[src/rtl/or1200_keccak_seq_if.sv]
// Pipeline/core-facing signal bundle for the l.cust5 Keccak sequencer.
// The slave modport is the sequencer; the master side is the pipeline plus permutation core.
interface or1200_keccak_seq_if;
  logic        ex_freeze;
  logic        cust5_valid;
  logic [4:0]  cust5_op;
  logic [5:0]  cust5_limm;
  logic [31:0] operand_a;
  logic        cust5_stall;
  logic        core_load;
  logic [4:0]  core_idx;
  logic [31:0] core_word;
  logic        core_clr;
  logic        core_round_en;
  logic [4:0]  core_round;
  logic [3:0]  core_rd_idx;
  logic [31:0] core_rd_data;
  logic [31:0] rf_dataw;
  logic        rf_we;
  logic        busy;
  logic        err;

  modport slave (
    input  ex_freeze, cust5_valid, cust5_op, cust5_limm, operand_a, core_rd_data,
    output cust5_stall, core_load, core_idx, core_word, core_clr, core_round_en,
           core_round, core_rd_idx, rf_dataw, rf_we, busy, err
  );

  modport master (
    output ex_freeze, cust5_valid, cust5_op, cust5_limm, operand_a, core_rd_data,
    input  cust5_stall, core_load, core_idx, core_word, core_clr, core_round_en,
           core_round, core_rd_idx, rf_dataw, rf_we, busy, err
  );
endinterface

[src/rtl/or1200_keccak_seq.sv]
// Sequencer between l.cust5 decode and the Keccak core: absorbs words, runs rounds, serves stores.
// state   | meaning
// IDLE    | after reset, nothing absorbed
// ABSORB  | collecting operand words into the core input slots
// PERMUTE | one round per cycle, start/store held off by stall
// DONE    | output words readable by stores
module or1200_keccak_seq #(
  parameter int WORDS_IN  = 18,
  parameter int ROUNDS    = 24,
  parameter int OUT_WORDS = 16
) (
  input logic                clk,
  input logic                rst,
  or1200_keccak_seq_if.slave bus
);
  localparam logic [4:0] OP_START = 5'b00100;
  localparam logic [4:0] OP_MID   = 5'b00010;
  localparam logic [4:0] OP_END   = 5'b00001;
  localparam logic [4:0] OP_STORE = 5'b01000;
  localparam logic [4:0] CNT_MAX  = 5'(WORDS_IN);
  localparam logic [4:0] RND_LAST = 5'(ROUNDS - 1);
  localparam logic [5:0] OUT_LIM  = 6'(OUT_WORDS);

  typedef enum logic [1:0] {S_IDLE, S_ABSORB, S_PERMUTE, S_DONE} state_t;

  state_t      state_q, state_d;
  logic [4:0]  cnt_q, cnt_d, round_q, round_d, idx_q, idx_d;
  logic [31:0] word_q, word_d, dataw_q, dataw_d;
  logic        load_q, load_d, clr_q, clr_d, we_q, we_d, err_q, err_d;
  logic        stall, busy, acc;
  logic        op_start, op_mid, op_end, op_store;

  assign op_start = (bus.cust5_op == OP_START);
  assign op_mid   = (bus.cust5_op == OP_MID);
  assign op_end   = (bus.cust5_op == OP_END);
  assign op_store = (bus.cust5_op == OP_STORE);
  assign acc      = bus.cust5_valid & ~bus.ex_freeze & ~stall;

  always_ff @(posedge clk or negedge rst) begin
    if (!rst) state_q <= S_IDLE;
    else      state_q <= state_d;
  end

  always_comb begin
    state_d = state_q;
    if (acc) begin
      case (state_q)
        S_IDLE, S_DONE: if (op_start) state_d = S_ABSORB;
        S_ABSORB: begin
          if (op_end) state_d = S_PERMUTE;
        end
        default: ;
      endcase
    end
    if (state_q == S_PERMUTE && round_q == RND_LAST) state_d = S_DONE;
  end

  // Middle/end during a permutation are accepted (and flagged); only start/store must wait.
  always_comb begin
    stall = 1'b0;
    busy  = 1'b0;
    if (state_q == S_PERMUTE) begin
      busy  = 1'b1;
      stall = bus.cust5_valid & (op_start | op_store);
    end
  end

  always_comb begin
    cnt_d   = cnt_q;
    round_d = round_q;
    err_d   = err_q;
    load_d  = 1'b0;
    clr_d   = 1'b0;
    idx_d   = idx_q;
    word_d  = word_q;
    we_d    = 1'b0;
    dataw_d = dataw_q;
    if (state_q == S_PERMUTE) round_d = (round_q == RND_LAST) ? 5'd0 : round_q + 5'd1;
    if (acc) begin
      if (op_start) begin
        clr_d  = 1'b1;
        load_d = 1'b1;
        idx_d  = 5'd0;
        word_d = bus.operand_a;
        cnt_d  = 5'd1;
        err_d  = 1'b0;
      end else if (op_mid || op_end) begin
        if (state_q == S_ABSORB) begin
          if (cnt_q < CNT_MAX) begin
            load_d = 1'b1;
            idx_d  = cnt_q;
            word_d = bus.operand_a;
            if (op_mid) cnt_d = cnt_q + 5'd1;
          end else begin
            err_d = 1'b1;
          end
          if (op_end) round_d = 5'd0;
        end else begin
          err_d = 1'b1;
        end
      end else if (op_store) begin
        we_d = 1'b1;
        if (state_q == S_DONE && bus.cust5_limm < OUT_LIM) dataw_d = bus.core_rd_data;
        else                                                dataw_d = 32'd0;
        if (state_q != S_DONE) err_d = 1'b1;
      end
    end
  end

  always_ff @(posedge clk or negedge rst) begin
    if (!rst) begin
      cnt_q   <= 5'd0;
      round_q <= 5'd0;
      err_q   <= 1'b0;
      load_q  <= 1'b0;
      clr_q   <= 1'b0;
      idx_q   <= 5'd0;
      word_q  <= 32'd0;
      we_q    <= 1'b0;
      dataw_q <= 32'd0;
    end else begin
      cnt_q   <= cnt_d;
      round_q <= round_d;
      err_q   <= err_d;
      load_q  <= load_d;
      clr_q   <= clr_d;
      idx_q   <= idx_d;
      word_q  <= word_d;
      we_q    <= we_d;
      dataw_q <= dataw_d;
    end
  end

  assign bus.cust5_stall   = stall;
  assign bus.busy          = busy;
  assign bus.core_round_en = busy;
  assign bus.core_round    = round_q;
  assign bus.core_load     = load_q;
  assign bus.core_idx      = idx_q;
  assign bus.core_word     = word_q;
  assign bus.core_clr      = clr_q;
  assign bus.core_rd_idx   = bus.cust5_limm[3:0];
  assign bus.rf_dataw      = dataw_q;
  assign bus.rf_we         = we_q;
  assign bus.err           = err_q;
endmodule
[src/flat_wrapper.sv]
// flat-port wrapper written by rule: the top's interface ports become plain ports
module or1200_keccak_seq_flat 
#(
  parameter int WORDS_IN  = 18,
  parameter int ROUNDS    = 24,
  parameter int OUT_WORDS = 16
)
  (clk, rst, bus_ex_freeze, bus_cust5_valid, bus_cust5_op, bus_cust5_limm, bus_operand_a, bus_core_rd_data, bus_cust5_stall, bus_core_load, bus_core_idx, bus_core_word, bus_core_clr, bus_core_round_en, bus_core_round, bus_core_rd_idx, bus_rf_dataw, bus_rf_we, bus_busy, bus_err);
  or1200_keccak_seq_if bus_i ();
  input logic clk;
  input logic rst;
  input wire logic [$bits(bus_i.ex_freeze)-1:0] bus_ex_freeze;
  input wire logic [$bits(bus_i.cust5_valid)-1:0] bus_cust5_valid;
  input wire logic [$bits(bus_i.cust5_op)-1:0] bus_cust5_op;
  input wire logic [$bits(bus_i.cust5_limm)-1:0] bus_cust5_limm;
  input wire logic [$bits(bus_i.operand_a)-1:0] bus_operand_a;
  input wire logic [$bits(bus_i.core_rd_data)-1:0] bus_core_rd_data;
  output wire logic [$bits(bus_i.cust5_stall)-1:0] bus_cust5_stall;
  output wire logic [$bits(bus_i.core_load)-1:0] bus_core_load;
  output wire logic [$bits(bus_i.core_idx)-1:0] bus_core_idx;
  output wire logic [$bits(bus_i.core_word)-1:0] bus_core_word;
  output wire logic [$bits(bus_i.core_clr)-1:0] bus_core_clr;
  output wire logic [$bits(bus_i.core_round_en)-1:0] bus_core_round_en;
  output wire logic [$bits(bus_i.core_round)-1:0] bus_core_round;
  output wire logic [$bits(bus_i.core_rd_idx)-1:0] bus_core_rd_idx;
  output wire logic [$bits(bus_i.rf_dataw)-1:0] bus_rf_dataw;
  output wire logic [$bits(bus_i.rf_we)-1:0] bus_rf_we;
  output wire logic [$bits(bus_i.busy)-1:0] bus_busy;
  output wire logic [$bits(bus_i.err)-1:0] bus_err;
  assign bus_i.ex_freeze = bus_ex_freeze;
  assign bus_i.cust5_valid = bus_cust5_valid;
  assign bus_i.cust5_op = bus_cust5_op;
  assign bus_i.cust5_limm = bus_cust5_limm;
  assign bus_i.operand_a = bus_operand_a;
  assign bus_i.core_rd_data = bus_core_rd_data;
  assign bus_cust5_stall = bus_i.cust5_stall;
  assign bus_core_load = bus_i.core_load;
  assign bus_core_idx = bus_i.core_idx;
  assign bus_core_word = bus_i.core_word;
  assign bus_core_clr = bus_i.core_clr;
  assign bus_core_round_en = bus_i.core_round_en;
  assign bus_core_round = bus_i.core_round;
  assign bus_core_rd_idx = bus_i.core_rd_idx;
  assign bus_rf_dataw = bus_i.rf_dataw;
  assign bus_rf_we = bus_i.rf_we;
  assign bus_busy = bus_i.busy;
  assign bus_err = bus_i.err;
  or1200_keccak_seq #(.WORDS_IN(WORDS_IN), .ROUNDS(ROUNDS), .OUT_WORDS(OUT_WORDS)) u_core (.clk(clk), .rst(rst), .bus(bus_i));
endmodule
[config.mk]
export PLATFORM = sky130hd
export DESIGN_NAME = or1200_keccak_seq_flat
export DESIGN_NICKNAME = d
export VERILOG_FILES = /design/src/rtl/or1200_keccak_seq_if.sv /design/src/rtl/or1200_keccak_seq.sv /design/src/flat_wrapper.sv
export SDC_FILE = /design/constraint.sdc
export NUM_CORES = 1
export LEC_CHECK = 0
export BUFFER_PORTS_ARGS = -buffer_cell sky130_fd_sc_hd__buf_2
export CAP_MARGIN = 20
export CORE_UTILIZATION = 27
export DETAILED_ROUTE_END_ITERATION = 6
export PLACE_DENSITY = 0.55
export SETUP_SLACK_MARGIN = 0.5
export SLEW_MARGIN = 20
export SYNTH_ARGS = -nofsm -noshare
export SYNTH_HDL_FRONTEND = slang
export SYNTH_SLANG_ARGS = --single-unit
[constraint.sdc]
create_clock -name clk -period 3.98 [get_ports clk]
set_clock_uncertainty 0.05 [all_clocks]
set_input_delay 0.199 -clock clk [delete_from_list [all_inputs] [get_ports clk]]
set_output_delay 0.199 -clock clk [all_outputs]
set_load 0.05 [all_outputs]
### After elaboration in Yosys (flattened, before gate mapping)

Cells that the tools add are included.

| storage, ports and cells | value |
|---|---|
| memory bits (writable) | 0 |
| bits in latches | 0 |
| input port bits | 79 |
| output and inout bits | 85 |
| bits in read-only memories | 0 |
| bits in registers | 85 |
| memories kept | 0 |
| word-level logic and storage cells | 97 |

| operators by class | value |
|---|---|
| div/mod/pow operators | 0 |
| equal/unequal tests | 12 |
| shift-type cells | 0 |
| bitwise logic cells | 8 |
| magnitude comparators | 2 |
| $add $sub $neg | 2 |
| reductions and logical operators | 18 |
| multiplexer cells | 45 |
| $mul | 0 |

Operators by type and width:

| operator | count |
|---|---|
| $mux W32 | 5 |
| $mux W5 | 16 |
| $mux W1 | 19 |
| $reduce_and A4 Y1 | 4 |
| $add A5 B1 Y5 const B | 2 |
| $reduce_bool A2 Y1 | 5 |
| $reduce_bool A3 Y1 | 3 |
| $mux W2 | 4 |
| $lt A6 B5 Y1 const B | 1 |
| $ne A3 B1 Y1 const B | 2 |
| $eq A5 B1 Y1 const B | 1 |
| $eq A5 B2 Y1 const B | 1 |
| $eq A5 B3 Y1 const B | 1 |
| $eq A5 B4 Y1 const B | 1 |
| $eq A5 B5 Y1 const B | 1 |
| $lt A5 B5 Y1 const B | 1 |
| $reduce_and A5 Y1 | 1 |
| $eq A2 B2 Y1 const B | 2 |
| $ne A4 B3 Y1 const B | 1 |
| $not A1 Y1 | 4 |
| $pmux W2 S2 | 1 |
| $and A1 B1 Y1 | 3 |
| $eq A2 B1 Y1 const B | 1 |
| $logic_and A1 B1 Y1 | 2 |
| 5 further kinds | 5 |

### Depth between registers and ports, before layout

Gate-level depths: netlist (run 1).

| depth | value |
|---|---|
| depth after elaboration | 8 |
| mapped depth | 9 |
| depth with buffers taken out | 7 |

### Least setup slack after synthesis (run 1)

OpenSTA, ideal clock, no wires.

| timing path | value |
|---|---|
| kind | reg2out |
| from | register u_core.state_q[0] |
| to | output bus_cust5_stall |
| setup slack | 831 ps |
| stages on the path, launching flop included | 6 |
| path buffers | 1 |
| arrival time | 2,900 ps |
| data required time | 3,731 ps |
| cell sequence | dfrtp_1 inv_1 ha_1 buf_4 or4b_4 nor3b_1 |

| on the way | value |
|---|---|
| cells in the longest elaborated chain, start to end | 2 |

RTL lines:

| what | line | RTL |
|---|---|---|
| from (decl) | or1200_keccak_seq.sv:26 | `state_t state_q, state_d;` |
| from (signal assigned) | or1200_keccak_seq.sv:41 | `else state_q <= state_d;` |
| $eq A2 B2 Y1 | or1200_keccak_seq.sv:62 | `if (state_q == S_PERMUTE) begin` |
| $mux W1 | or1200_keccak_seq.sv:62 |  |
| to (decl) | flat_wrapper.sv:18 | `output wire logic [$bits(bus_i.cust5_stall)-1:0] bus_cust5_stall;` |

Every way passes these cells.

### Worst setup path after layout (run 1)

Ends and elaborated chain as after synthesis.

==> results of run 1 <==
## placed cells by master, fill, tap and decap left out, drive strengths merged, types with 4 or more instances in the layout
cell    count
ha          7
nor3b       4
a22o        6
dfrtp      85
nand2      71
mux2i       5
buf       157
nand4       4
mux2       33
inv         9
nor2        4
nor3        6
o21ai      33
clkbuf     12
## cell type report
cell class	instances	area (sq um)
well taps	176	220
flip-flops and latches	85	2130
repair buffers	158	807
multi-input cells	206	1470
fillers	1377	8490
inverters	9	38.8
clock buffers	12	246
clock inverters	4	47.5
## synth_stat cells (all sizes together), types with 2 or more instances
cell / instances / area share [%]
nor3: 6 / 0.79
ha: 7 / 2.3
nor2: 4 / 0.40
nor2b: 3 / 0.50
nor4: 2 / 0.33
nand4: 4 / 0.66
xor2: 3 / 0.70
a22o: 6 / 1.4
nand3: 2 / 0.26
nand2: 71 / 7.1
xnor2: 2 / 0.46
mux2i: 5 / 1.3
o21ai: 33 / 4.7
mux2: 33 / 13
a211oi: 2 / 0.40
clkbuf: 10 / 0.99
o211ai: 2 / 0.40
dfrtp: 85 / 56
a21oi: 3 / 0.40
inv: 9 / 1.0
nand2b: 2 / 0.33
buf: 9 / 2.8
nor3b: 4 / 0.79
## registers in the layout (all words and copies together), names as in the netlist
signal and cells:
u_core.bus.core_word 32, u_core.bus.rf_dataw 32, u_core.bus.core_idx 5, u_core.bus.core_round 5
u_core.cnt_q 5, u_core.state_q 2, u_core.bus.core_clr 1, u_core.bus.core_load 1
u_core.bus.err 1, u_core.bus.rf_we 1
## kinds of logic (layout without fill, tap and decap cells)
family | after synthesis | in the layout | synth area share [%]
buffers and inverters | 28 | 183 | 4.80
AO/OA/AOI/OAI | 53 | 53 | 8.98
adder cells (fa/ha/maj) | 7 | 7 | 2.32
AND/OR/NAND/NOR | 103 | 103 | 12.4
XOR/XNOR | 5 | 5 | 1.16
flip-flops | 85 | 85 | 56.3
multiplexers | 38 | 38 | 14.0
## power groups by stage
stage | logic [W] | registers [W] | clock network (W)
after detailed placement | 0.00121 | 0.00117 | 0
after CTS | 0.00121 | 0.00116 | 0.000871
final | 0.00120 | 0.00115 | 0.000840
after global routing | 0.00128 | 0.00118 | 0.000902
after global placement | 0.00119 | 0.00117 | 0
after floorplan | 0.000401 | 0.00168 | 0
## routing by layer
layer  vias to the layer above  wire (um)  global-route usage, %
met4                         0        168                   6.17
met2                       126       3920                   19.5
met3                        14        698                   3.77
met1                      1367       4010                   16.2
li1                       1389          -                      -
met5                         -          0                      0
## critical path: stages, from the launching register on
cell,delay (ns)
dfrtp_1,0.42
inv_1,0.12
ha_1,0.36
or4b_4,0.56
nor3b_1,0.23
buf_2,0.31
## per-stage QoR
| step | util [%] | hold slack, ns |
|---|---|---|
| after global placement | 34.6 | 0.349 |
| after detailed placement | 34.6 | 0.349 |
| after floorplan | - | -0.147 |
| after CTS | 36.8 | 0.0214 |
| after global routing | 36.9 | 0.0192 |
| final | 36.9 | 0.0395 |
## path summary, 6_finish.rpt
| path | endpoint | slack [ns] | cells past startpoint |
|---|---|---|---|
| max | bus_cust5_stall | 1.40 | 5 |
| min | u_core.bus.core_word[14] | 0.04 | 2 |
| max reg2reg | u_core.bus.core_word[6] | 1.41 | 7 |
| min reg2reg | u_core.bus.rf_dataw[19] | 0.43 | 2 |
| max in group asynchronous | u_core.bus.rf_dataw[25] | 2.90 | 2 |
| min in group asynchronous | u_core.bus.core_word[23] | 0.45 | 2 |
==> summary.md, run 1 <==
| Metric | Value |
|---|---|
| Run status | `complete, no violations` |
| Reg clk slew, reported paths | `0.06 ns` |
| Width of the chip | `~120 um` |
| Worst-case headroom to the max-slew limit | `47.7%` |
| Antenna fix cells | `0` |
| Avg WL per Cell | `approximately 14 um` |
| Post-CTS setup buffers | `0` |
| Arrival @ worst endpoint | `2.33 ns` |
| Number of standard cells in the layout, taps in and fillers out | `650` |
| Critical path capture point type | `output port` |
| Vert. Die Dim | `approximately 120 um` |
| Async S/R FF share, synth | `100%` |
| Wire length of the first global-routing pass | `14.2 mm` |
| Highest fanout seen on the critical path | `9` |
| Cell count after synthesis | `319` |
| Tot GR Track Use | `12.7%` |
| Design area | `0.00496 sq mm` |
| Number of register bits inferred by synthesis | `85` |
| CTS hold repair buffers | `0` |
| DR iter-0 viols | `between 100 and 150` |
| Post-route total power | `0.00320 W` |
| Syn nets | `405` |
| Maximum clock frequency | `388 MHz` |
| Drc violations | `0` |
| Required time reported for the critical path endpoint | `around 3.7 ns` |
| Sequential cell fraction of total power | `between 30% and 40%` |
| Sequential element share of the synthesized area | `56.3%` |
| Total number of vias | `roughly 2900` |
| Pleak | `2.53 nW` |
| Share of power burned in combinational logic | `37.6%` |
| Hold Crit Class | `in -> reg` |
| Clk root buf | `clkbuf_16` |
| Largest net degree at the start of global routing | `86` |
| Power per cell area | `approximately 640 mW/mm^2` |
| Pre-CTS worst setup slack | `1.43 ns` |
| Number of synthesized flops with an enable pin | `0` |
| Final setup margin | `between 1 and 1.5 ns` |
| Number of buffers created by CTS | `9` |
| Site Rows | `between 40 and 50` |
| Launching element of the worst setup path | `u_core.state_q[0]` |
| Via density per instance | `4.46` |
| Path type of the worst setup path | `reg -> out` |
| Fin. max-slew vios | `0` |
| Hold Violations, Final | `0` |
| Avg Cell Area, Syn | `11.8 sq um` |
| Maximum clock insertion buffer count | `2` |
| GRT overflow | `0` |
| Number of H-tree levels | `3` |
| Sum of negative setup slack | `0 ns` |
| Startpoint kind of the worst setup timing path | `flop` |
| Sw frac | `around two fifths` |
| Worst-Margin Slew | `approximately 0.78 ns` |
| Netlist Area Pre-Place | `between 0.003 and 0.004 sq mm` |
| Number of input and output port buffers inserted | `155` |
| Worst R2R Start | `u_core.state_q[0]` |
| Total number of clock tree sinks | `85` |
| Portion of total power attributed to the clock network | `26.3%` |
| Netlist cell types | `39` |
| Most used DFF post-synth | `dfrtp_1` |
| Setup repair after global routing missed its margin | `false` |
| Total cell area at the placement stage | `0.00465 sq mm` |
| Syn. warnings | `0` |
| Fraction of layout instances using a drive strength above 1 | `44.3%` |
| Iteration count of the initial detailed-routing pass | `5` |
| Top-level port count | `about 160` |
| Worst-skew pair later-pin latency | `roughly 0.34 ns` |
| Area growth from synthesis to layout | `31.3%` |
| Clock tree from TritonCTS | `yes` |
| # placed instances | `633` |
| Die area | `0.0145 sq mm` |
| DPL Wire Length | `between 6 and 7 mm` |
| Final setup violation count | `0` |
| Initial cell density of the core | `between 20% and 30%` |
| Part of the cycle the worst path needs | `64.8%` |
| Count of instances resized after the clock tree is built | `0` |
| Internal power contribution | `0.00190 W` |
| Total detailed-routing wirelength | `8.80 mm` |
| NetSw | `0.00129 W` |
| Via count of the first global-routing pass | `2893` |
| Antenna violations before repair | `0` |
| Hold Startpoint | `bus_operand_a[14]` |
| Max-cap violations | `0` |
| Post-layout min period | `2.58 ns` |
| Core box area | `~0.013 sq mm` |
| Last weighted congestion value of the routability-driven placer | `0.787` |
| Antenna Nets Post-Route | `0` |
| Number of nets in the finished design | `555` |
| Worst ir drop on vdd | `around 0.32 mV` |
Power figures use the tool's default switching activity.
==> inputs of run 2 (changes only) <==
--- a/config.mk
+++ b/config.mk
@@ -5,11 +5,12 @@
 export SDC_FILE = /design/constraint.sdc
 export NUM_CORES = 1
 export LEC_CHECK = 0
+export ABC_AREA = 1
 export BUFFER_PORTS_ARGS = -buffer_cell sky130_fd_sc_hd__buf_2
 export CAP_MARGIN = 20
 export CORE_UTILIZATION = 27
 export DETAILED_ROUTE_END_ITERATION = 6
-export PLACE_DENSITY = 0.55
+export PLACE_DENSITY = 0.56
 export SETUP_SLACK_MARGIN = 0.5
 export SLEW_MARGIN = 20
 export SYNTH_ARGS = -nofsm -noshare
==> constraint.sdc (replaced) <==
create_clock -name clk -period 2.5 [get_ports clk]
set_clock_uncertainty 0.05 [all_clocks]
set_input_delay 0.125 -clock clk [delete_from_list [all_inputs] [get_ports clk]]
set_output_delay 0.125 -clock clk [all_outputs]
set_load 0.05 [all_outputs]
==> run 2 against run 1 <==
  * Critical path depth is 2 higher
  * Sequential power grew 52%
  * Global-route usage rose by 1.7 points
  * Sequential share of layout area decreased by 4.6 points
  * Cell count grew 27%
  * Clock power up 57%
  * Worst setup slack got worse by 0.74 ns
  * Synthesized cell count is 35% higher
  * Critical path type unchanged
  * Critical endpoint unchanged
==> summary.md, run 2 <==
| Metric | Value |
|---|---|
| Run status | `complete, no violations` |
| Pre-CTS worst setup slack | `around 0.52 ns` |
| Syn. warnings | `0` |
| Top-level port count | `164` |
| Worst ir drop on vdd | `0.288 mV` |
| Highest fanout seen on the critical path | `9` |
| Vert. Die Dim | `119 um` |
| Worst-case reg-to-reg path depth | `9` |
| Worst-Margin Slew | `0.538 ns` |
| Worst-skew pair later-pin latency | `0.34 ns` |
| Total detailed-routing wirelength | `9.92 mm` |
| Setup repair after global routing missed its margin | `false` |
| Synth Area in Simple Gates | `roughly a quarter` |
| Largest net degree at the start of global routing | `51` |
| Fraction of the mapped netlist area in adder cells | `2.37%` |
| Worst-case headroom to the max-slew limit | `64.2%` |
| Antenna Nets Post-Route | `0` |
| Site Rows | `42` |
| Area share of xor/xnor cells in the synthesized design | `less than 1%` |
| Top cells by area, synth | `dfrtp_1 58%, nand2_1 20%, o21ai_1 4.6%, inv_1 2.4%, ha_1 2.4%` |
| Number of H-tree levels | `3` |
| Core box area | `0.0133 sq mm` |
| Clock tree from TritonCTS | `yes` |
| Sum of negative setup slack | `0 ns` |
| Required time reported for the critical path endpoint | `between 2 and 2.5 ns` |
| DR iter-0 viols | `between 150 and 200` |
| Number of register bits inferred by synthesis | `between 80 and 90` |
| Cell with the largest stage delay on the worst path | `dfrtp_1` |
| Hold worst-path end | `u_core.bus.rf_dataw[6]` |
| Most instantiated cells after synthesis | `200 x nand2_1, 85 x dfrtp_1, 34 x o21ai_1, 24 x inv_1, 13 x nor2_1` |
| Antenna fix cells | `0` |
| Leading area contributor after synthesis | `dfrtp_1` |
| End of the worst register-to-register path | `u_core.bus.rf_dataw[24]` |
| Arrival @ worst endpoint | `1.66 ns` |
| Post-synthesis mux area share | `0%` |
| Initial cell density of the core | `27.8%` |
| Reg clk slew, reported paths | `~0.060 ns` |
| Avg WL per Cell | `12.0 um` |
| Clk root buf | `clkbuf_16` |
| Top library cells by usage in the layout, fill and taps aside | `199 x nand2_1, 153 x buf_2, 85 x dfrtp_1, 63 x dlygate4sd3_1, 34 x o21ai_1` |
| Maximum clock insertion buffer count | `2` |
| GRT overflow | `0` |
| Number of input and output port buffers inserted | `155` |
| Synthesized-area fraction occupied by ao, oa, aoi and oai cells | `under 10%` |
| Worst R2R Start | `u_core.state_q[0]` |
| Hold Startpoint | `bus_core_rd_data[6]` |
| Max-cap violations | `0` |
| Total number of vias | `between 3000 and 4000` |
| Sequential element share of the synthesized area | `57.6%` |
| DPL Wire Length | `~6.7 mm` |
| Worst hold margin | `approximately 0.016 ns` |
| Total number of clock tree sinks | `85` |
| Last weighted congestion value of the routability-driven placer | `0.774` |
| Commonest non-fill, non-tap cell in the layout | `nand2_1` |
| Fin. max-slew vios | `0` |
| Startpoint kind of the worst setup timing path | `flop` |
| Antenna violations before repair | `0` |
| Syn nets | `around 520` |
| Number of nets in the finished design | `728` |
| Iteration count of the initial detailed-routing pass | `4` |
| Width of the chip | `119 um` |
| Hold Violations, Final | `0` |
| Netlist Area Pre-Place | `0.00369 sq mm` |
| Die area | `0.0142 sq mm` |
| Hold Crit Class | `in -> reg` |
| Chain of cells forming the critical path | `inv_2 > ha_4 > nand2_1 > inv_1 > nand2_1 > inv_1 > clkbuf_4` |
| Dominant combinational cell family by area after synthesis | `simple AND/OR/NAND/NOR gates` |
| Via count of the first global-routing pass | `~3400` |
| Pleak | `2.98 nW` |
| Wire length of the first global-routing pass | `16.0 mm` |
| Part of the cycle the worst path needs | `73.4%` |
| Number of buffers created by CTS | `9` |
| Final setup margin | `0.664 ns` |
| Yosys top cell area share | `between 50 and 60%` |
| Hold Path Stages | `3` |
| Path type of the worst setup path | `reg -> out` |
| Slowest stage delay, CP | `between 0.4 and 0.5 ns` |
| Tot GR Track Use | `14.4%` |
| Area growth from synthesis to layout | `50.4%` |
| Async S/R FF share, synth | `100%` |
| Fraction of layout instances using a drive strength above 1 | `between 20% and 30%` |
| Netlist cell types | `26` |
| Avg Cell Area, Syn | `8.55 sq um` |
| Critical path capture point type | `output port` |
| Drc violations | `0` |
| Cell count after synthesis | `about 430` |
| Via density per instance | `between 4 and 5` |
| Power per cell area | `836 mW/mm^2` |
| Cell with the most instances after synthesis | `nand2_1` |
| Post-layout min period | `1.84 ns` |
| Post-CTS setup buffers | `0` |
| Final setup violation count | `0` |
| Reg2reg setup slack | `0.70 ns` |
| Most used DFF post-synth | `dfrtp_1` |
| Number of synthesized flops with an enable pin | `0` |
| Post-layout utilization of the core | `41.8%` |
| Maximum clock frequency | `~540 MHz` |
[run 2: critical path, delay by kind of cell (launching register included)]
kind / cells / cell delay [ns]
buffers and inverters: 4 / 0.53
adder cells (fa/ha/maj): 1 / 0.19
AND/OR/NAND/NOR: 2 / 0.16
flip-flops: 1 / 0.44
[run 2: cells by family after synthesis]
kind of cell             count (synthesis)
flip-flops                              85
XOR/XNOR                                 2
adder cells (fa/ha/maj)                  7
AND/OR/NAND/NOR                        234
AO/OA/AOI/OAI                           53
buffers and inverters                   51
[run 2: metal layers]
| layer | track usage, % | wire length (um) | vias to the layer above |
|---|---|---|---|
| li1 | - | - | 1765 |
| met1 | 17.2 | 4350 | 1592 |
| met2 | 24.5 | 4940 | 99 |
| met3 | 2.83 | 404 | 15 |
| met4 | 7.12 | 219 | 0 |
| met5 | 0 | 0 | - |
[run 2: final cells by class]
type                            count  area [sq um]
Multi-Input combinational cell    296          1340
Tap cell                          176           220
Sequential cell                    85          2130
Clock inverter                      4          47.5
Fill cell                        1319          7740
Clock buffer                       12           246
Timing Repair Buffer              222          1470
Inverter                           28           108
[run 2: worst max path at each step]
| stage | startpoint | end | slack (ns) |
|---|---|---|---|
| 3_3_place_gp | u_core.state_q[0] | u_core.bus.core_word[24] | 0.62 |
| 5_1_grt | u_core.state_q[0] | bus_cust5_stall | 0.53 |
| 6_report | u_core.state_q[0] | bus_cust5_stall | 0.66 |
| 4_1_cts | u_core.state_q[0] | bus_cust5_stall | 0.52 |
| 2_1_floorplan | u_core.state_q[0] | u_core.bus.rf_dataw[20] | 0.57 |
| 3_5_place_dp | u_core.state_q[0] | u_core.bus.core_word[29] | 0.52 |
[run 2: power by group]
group          switching (W)  total, W  internal (W)  leakage, nW
logic                0.00114   0.00158      0.000437         1.70
registers           0.000155   0.00175       0.00159         1.14
clock network       0.000520   0.00132      0.000798        0.143
total                0.00181   0.00464       0.00283         2.98
[run 2: timing repair]
action                                 4_1_cts  5_1_grt
endpoints found under the hold margin      103        0
gates resized for setup                      1        5
setup endpoints to repair                    1       63
hold buffers                                63        0
[run 2: per-stage QoR]
| stage | cell area (sq um) | power (W) | std cells |
|---|---|---|---|
| finish | 5560 | 0.00464 | 823 |
| floorplan | 3700 | 0.00287 | 432 |
| global route | 5560 | 0.00491 | 823 |
| global placement | 4610 | 0.00323 | 744 |
| detailed placement | 4610 | 0.00326 | 744 |
| CTS | 5530 | 0.00469 | 823 |
